<file path="config.mk">
export PLATFORM = sky130hd
export DESIGN_NAME = clk_period_meter
export DESIGN_NICKNAME = d
export VERILOG_FILES = /design/src/rtl/clk_meter_pkg.sv /design/src/rtl/sync_edge_detect.sv /design/src/rtl/clk_period_meter.sv
export SDC_FILE = /design/constraint.sdc
export NUM_CORES = 1
export LEC_CHECK = 0
export CAP_MARGIN = 20
export CORE_UTILIZATION = 40
export CTS_CLUSTER_DIAMETER = 60
export DETAILED_ROUTE_END_ITERATION = 8
export DONT_BUFFER_PORTS = 1
export SLEW_MARGIN = 20
export SYNTH_ARGS = -nofsm -noshare
export SYNTH_HDL_FRONTEND = slang
export SYNTH_SLANG_ARGS = --single-unit
</file>
<file path="constraint.sdc">
create_clock -name clk_in -period 3.4 [get_ports clk_in]
set_input_delay 0.85 -clock clk_in [delete_from_list [all_inputs] [get_ports clk_in]]
set_output_delay 0.85 -clock clk_in [all_outputs]
set_load 0.02 [all_outputs]
</file>
<file path="src/rtl/clk_meter_pkg.sv">
// Shared types and helpers for the clock period meter.
package clk_meter_pkg;

  typedef enum logic [1:0] {
    IDLE  = 2'd0,
    ARMED = 2'd1,
    HIGH  = 2'd2,
    LOW   = 2'd3
  } meter_state_t;

  // Increment that clamps at sat. This is written at a fixed 32-bit width so
  // that any counter up to 31 bits can be zero-extended into it.
  function automatic logic [31:0] sat_inc(input logic [31:0] count,
                                          input logic [31:0] sat);
    return (count >= sat) ? sat : count + 32'd1;
  endfunction

endpackage

</file>
<file path="src/rtl/sync_edge_detect.sv">
// Synchroniser for an asynchronous input, plus a one-cycle-delayed copy
// that is used to detect edges in the clk_in domain.
module sync_edge_detect #(
  parameter int SYNC_STAGES = 2
) (
  input  logic clk_in,
  input  logic rst,
  input  logic sig_in,
  output logic s,
  output logic rise,
  output logic fall
);

  logic [SYNC_STAGES-1:0] sync_q;
  logic                   prev;

  assign s    = sync_q[SYNC_STAGES-1];
  assign rise = s & ~prev;
  assign fall = ~s & prev;

  // Shift sig_in through the synchroniser chain and keep the previous synchronised level.
  always_ff @(posedge clk_in or posedge rst) begin
    if (rst) begin
      sync_q <= '0;
      prev   <= 1'b0;
    end else begin
      sync_q <= {sync_q[SYNC_STAGES-2:0], sig_in};
      prev   <= s;
    end
  end

endmodule

</file>
<file path="src/rtl/clk_period_meter.sv">
// Measures the period and high time of a slow asynchronous square wave in
// clk_in cycles. It publishes one result per full period and flags an input
// that has stopped toggling.
//
// Handshake: valid is a single-cycle pulse with no ready. period_out and
// high_out change only in the cycle where valid is 1, and they hold between
// pulses.
module clk_period_meter
  import clk_meter_pkg::*;
#(
  parameter int CNT_W       = 16,
  parameter int SYNC_STAGES = 2
) (
  input  logic             clk_in,
  input  logic             rst,
  input  logic             enable,
  input  logic             sig_in,
  output logic [CNT_W:0]   period_out,
  output logic [CNT_W-1:0] high_out,
  output logic             valid,
  output logic             stuck
);

  localparam logic [31:0]      SAT32 = (32'd1 << CNT_W) - 32'd1;
  localparam logic [CNT_W-1:0] SAT   = SAT32[CNT_W-1:0];

  logic s, rise, fall;

  // FSM state is kept under a plain name so that checkers can bind to it.
  meter_state_t     state, state_nxt;
  logic [CNT_W-1:0] hi_cnt, hi_nxt, hi_inc;
  logic [CNT_W-1:0] lo_cnt, lo_nxt, lo_inc;
  logic             publish, set_stuck;

  // The reset values of the synchroniser look like a low level. Until the
  // chain and the prev flop hold real samples, a high input would show up as
  // a false rising edge. The FSM therefore waits until the chain is primed.
  logic [SYNC_STAGES:0] prime_q;
  logic                 primed;

  assign primed = prime_q[SYNC_STAGES];

  sync_edge_detect #(.SYNC_STAGES(SYNC_STAGES)) u_sync (
    .clk_in (clk_in),
    .rst    (rst),
    .sig_in (sig_in),
    .s      (s),
    .rise   (rise),
    .fall   (fall)
  );

  assign hi_inc = CNT_W'(sat_inc(32'(hi_cnt), SAT32));
  assign lo_inc = CNT_W'(sat_inc(32'(lo_cnt), SAT32));

  // Fill the priming shift register with ones after reset.
  always_ff @(posedge clk_in or posedge rst) begin
    if (rst) prime_q <= '0;
    else     prime_q <= {prime_q[SYNC_STAGES-1:0], 1'b1};
  end

  // Next-state, counter and publish decisions; enable low overrides everything.
  always_comb begin
    state_nxt = state;
    hi_nxt    = hi_cnt;
    lo_nxt    = lo_cnt;
    publish   = 1'b0;
    set_stuck = 1'b0;
    if (!enable) begin
      state_nxt = IDLE;
    end else begin
      case (state)
        IDLE: begin
          // Only arm while the input is low, so a partial high phase is never measured.
          if (primed && !s) state_nxt = ARMED;
        end
        ARMED: begin
          if (rise) begin
            state_nxt = HIGH;
            hi_nxt    = CNT_W'(1);
          end
        end
        HIGH: begin
          if (fall) begin
            state_nxt = LOW;
            lo_nxt    = CNT_W'(1);
          end else begin
            hi_nxt = hi_inc;
            if (hi_inc == SAT) begin
              set_stuck = 1'b1;
              state_nxt = IDLE;
            end
          end
        end
        LOW: begin
          if (rise) begin
            publish   = 1'b1;
            state_nxt = HIGH;
            hi_nxt    = CNT_W'(1);
          end else begin
            lo_nxt = lo_inc;
            if (lo_inc == SAT) begin
              set_stuck = 1'b1;
              state_nxt = IDLE;
            end
          end
        end
        default: state_nxt = IDLE;
      endcase
    end
  end

  // State and counter registers.
  always_ff @(posedge clk_in or posedge rst) begin
    if (rst) begin
      state  <= IDLE;
      hi_cnt <= '0;
      lo_cnt <= '0;
    end else begin
      state  <= state_nxt;
      hi_cnt <= hi_nxt;
      lo_cnt <= lo_nxt;
    end
  end

  // Result registers. stuck is sticky and is cleared only by a good measurement.
  always_ff @(posedge clk_in or posedge rst) begin
    if (rst) begin
      period_out <= '0;
      high_out   <= '0;
      valid      <= 1'b0;
      stuck      <= 1'b0;
    end else begin
      valid <= publish;
      if (publish) begin
        period_out <= {1'b0, hi_cnt} + {1'b0, lo_cnt};
        high_out   <= hi_cnt;
        stuck      <= 1'b0;
      end else if (set_stuck) begin
        stuck <= 1'b1;
      end
    end
  end

endmodule

</file>
==> reports/results.ini <==
[run_status]
outcome=completed

[yosys]
synthAdderAreaFrac_pct=5.59
synth_ff_type=dfrtp_1
ys_types=56
ys_warn_count=0
synth-edff-count=0
syn_area_per_cell_sq_um=8.39
synth_fp_nets=546
synth-simple-area-share_pct=22.4
synth_compound_area_share_pct=22.7
synthCells=523
synth_xor_xnor_area_share_pct=2.20
ys_ff_latch=75
async_flop_share_pct=100
muxShareOfSynthArea_pct=0.485
synth_top_area_share_pct=42.8
yosys-top-cells-area=dfrtp_1, nand2_1, o21ai_0
yosysSeqAreaShare_pct=42.8
yosysTopAreaCell=dfrtp_1
synth_top_family_by_area=compound AO/OA/AOI/OAI gates
synth_area_sq_um=4390

[cells_and_area]
utilization_pct=45.3
final_cell_mix=nand2_1, dfrtp_1, o21ai_0, nor2_1, a21oi_1
layout_commonest_cell=nand2_1
fillers=1039
syn2layout_area_growth_pct=8.16
fin_area_sq_um=4740
diodes=0
finalNetCount=543
drive_gt1_share_pct=6.11

[routing]
top_layer=met4
drt_pass1_iterations=5
viasPerCell=5.75
wire_per_inst_um=17.0
wl_met1_um=5170
vias=3795
post-route-drc-count=0
drt-total-wl_um=11200
wl_met2_um=5200
postRouteAntennaNets=0
wl_met3_um=630
drtIter0Drc=214

[grt]
grt.total_usage_pct=21.6
antenna_found_initial=0
grt_max_degree=54
overflow=0
grt_pass1_wl_um=19200
grt_pass1_vias=3736

[setup_path]
cp-end-kind=register
crit_chain=ha_1 -> inv_1 -> fa_1 -> nor2b_1 -> o31a_1 -> o311ai_1 -> a21o_1 -> a31oi_1 -> o311a_1 -> o21ai_1 -> a21oi_1
cp_slowest_cell=dfrtp_1
cp.arrival_ps=2890
cpPeakStageDelay_ps=470
required_ps=3630
crit_type=register to register
crit_fanout=8
critPathLaunchType=register

[cts]
cts_resized=0
cts_buffer_depth=2
hold_buffers=0
numCtsBuffers=9
cts_tree=built
insertion_delay_ps=350
ctsRootBufferMaster=clkbuf_8
htreeDepth=3
cts.clk_slew.worst_paths_ps=80
post_cts_buffers=0
cts.sinks=75

[die]
num_rows=37
start_util_pct=41.9
dieArea_sq_um=11400
core_sq_um=10500
io_pins=39
die_y_um=107
dieWidth_um=107

[sta]
worst_slack_ps=746
setup_violations=0
slew_headroom_pct=52.7
worst_clock_skew_ps=7.08
report.final.slew_viol_count=0
max_freq_mhz=377
hold_ws_ps=312
worst_pin_slew_ps=709
finalHoldViolCount=0
fin_tns_setup_ps=0
period_share_pct=78.1
rsz0062_at_grt=false
final.min_clock_period_ps=2650

[placement]
portBuffers=0
dpl_worst_slack_ps=747
dpl_cell_area_sq_um=4520
place_hpwl_um=7970
gp_congestion=0.907

[power]
peakVddDrop_mv=0.260
switching_share_pct=27.7
power_density_nw_per_um2=423
p_leak_nw=2.13
p_switching_mw=0.556
clock_power_share_pct=39.3
combPwrFrac_pct=10.7
pwr-share-seq_pct=50.0
p_int_mw=1.45

[hold_path]
worstHoldPathType=primary input to asynchronous set/reset pin

[job]
cap_viol_max_count=0

sequential cells by signal, indices dropped and copies added, names as in the netlist:
register and flops:
period_out 17, hi_cnt 16, high_out 16, lo_cnt 16
prime_q 3, state 2, u_sync.sync_q 2, stuck 1
u_sync.prev 1, valid 1
critical path, delay by kind of cell, from the launching register on:
| kind | cells | cell delay [ps] |
|---|---|---|
| adders and majority gates | 2 | 440 |
| buffers and inverters | 1 | 80 |
| AOI/OAI and AO/OA | 7 | 1480 |
| and+or+nand+nor | 1 | 70 |
| DFF | 1 | 470 |
stage by stage:
step	power (mW)	cells
final	2.01	660
after global routing	2.12	660
after CTS	2.03	660
after detailed placement	1.24	645
after global placement	1.23	645
after floorplan	1.17	523
final timing paths:
kind | startpoint | endpoint | slack (ps) | cells after the start
worst max register to register | lo_cnt[0] | period_out[16] | 750 | 11
worst min-delay path | rst | period_out[5] | 310 | 1
max in group asynchronous | rst | stuck | 2400 | 2
worst max-delay path | lo_cnt[0] | period_out[16] | 750 | 11
min in group clk_in | prime_q[1] | prime_q[2] | 350 | 0
worst min register to register | prime_q[1] | prime_q[2] | 350 | 0
area by class of cell:
class                   count  area, sq um  share of cell area (%)
flip-flops and latches     75         1880                    39.6
well taps                 136          170                    3.59
clock inverters             5         85.1                    1.79
clock buffers              10          138                    2.90
multi-input cells         407         2350                    49.4
repair buffers              7         52.6                    1.11
inverters                  20         76.3                    1.61
routing by layer:
layer,track usage (%),up-vias
met5,0,-
met4,6.95,0
met3,4.50,18
met2,34.0,106
met1,29.7,1811
li1,-,1860
kinds of logic after synthesis:
kind of cell,after synthesis
compound gates,163
other cells,1
simple gates,211
xor+xnor,11
flops,75
buf+inv,41
mux,2
fa+ha+maj,19
synth_stat cells (all sizes together), types with 3 or more instances:
cell type and n:
o21a 8, nor2 35, and4 4, nand3 19, a21o 7, a211oi 5
dfrtp 75, nand2 99, or2 5, inv 20, o21ai 68, nor3b 4
nor3 9, and3 9, o31ai 6, a31oi 15, a22o 7, xnor2 6
o211ai 3, nand2b 4, nand4 5, clkbuf 14, xor2 5, buf 7
ha 18, a21oi 30, nor2b 6
power by group through the flow:
stage	clock network (mW)	logic, mW	registers, mW
final	0.790	0.214	1.00
after global routing	0.846	0.257	1.01
after floorplan	0	0.170	0.998
after detailed placement	0	0.216	1.02
after CTS	0.809	0.218	1.00
after global placement	0	0.216	1.02
No activity file was read; power rests on OpenSTA's default activity.
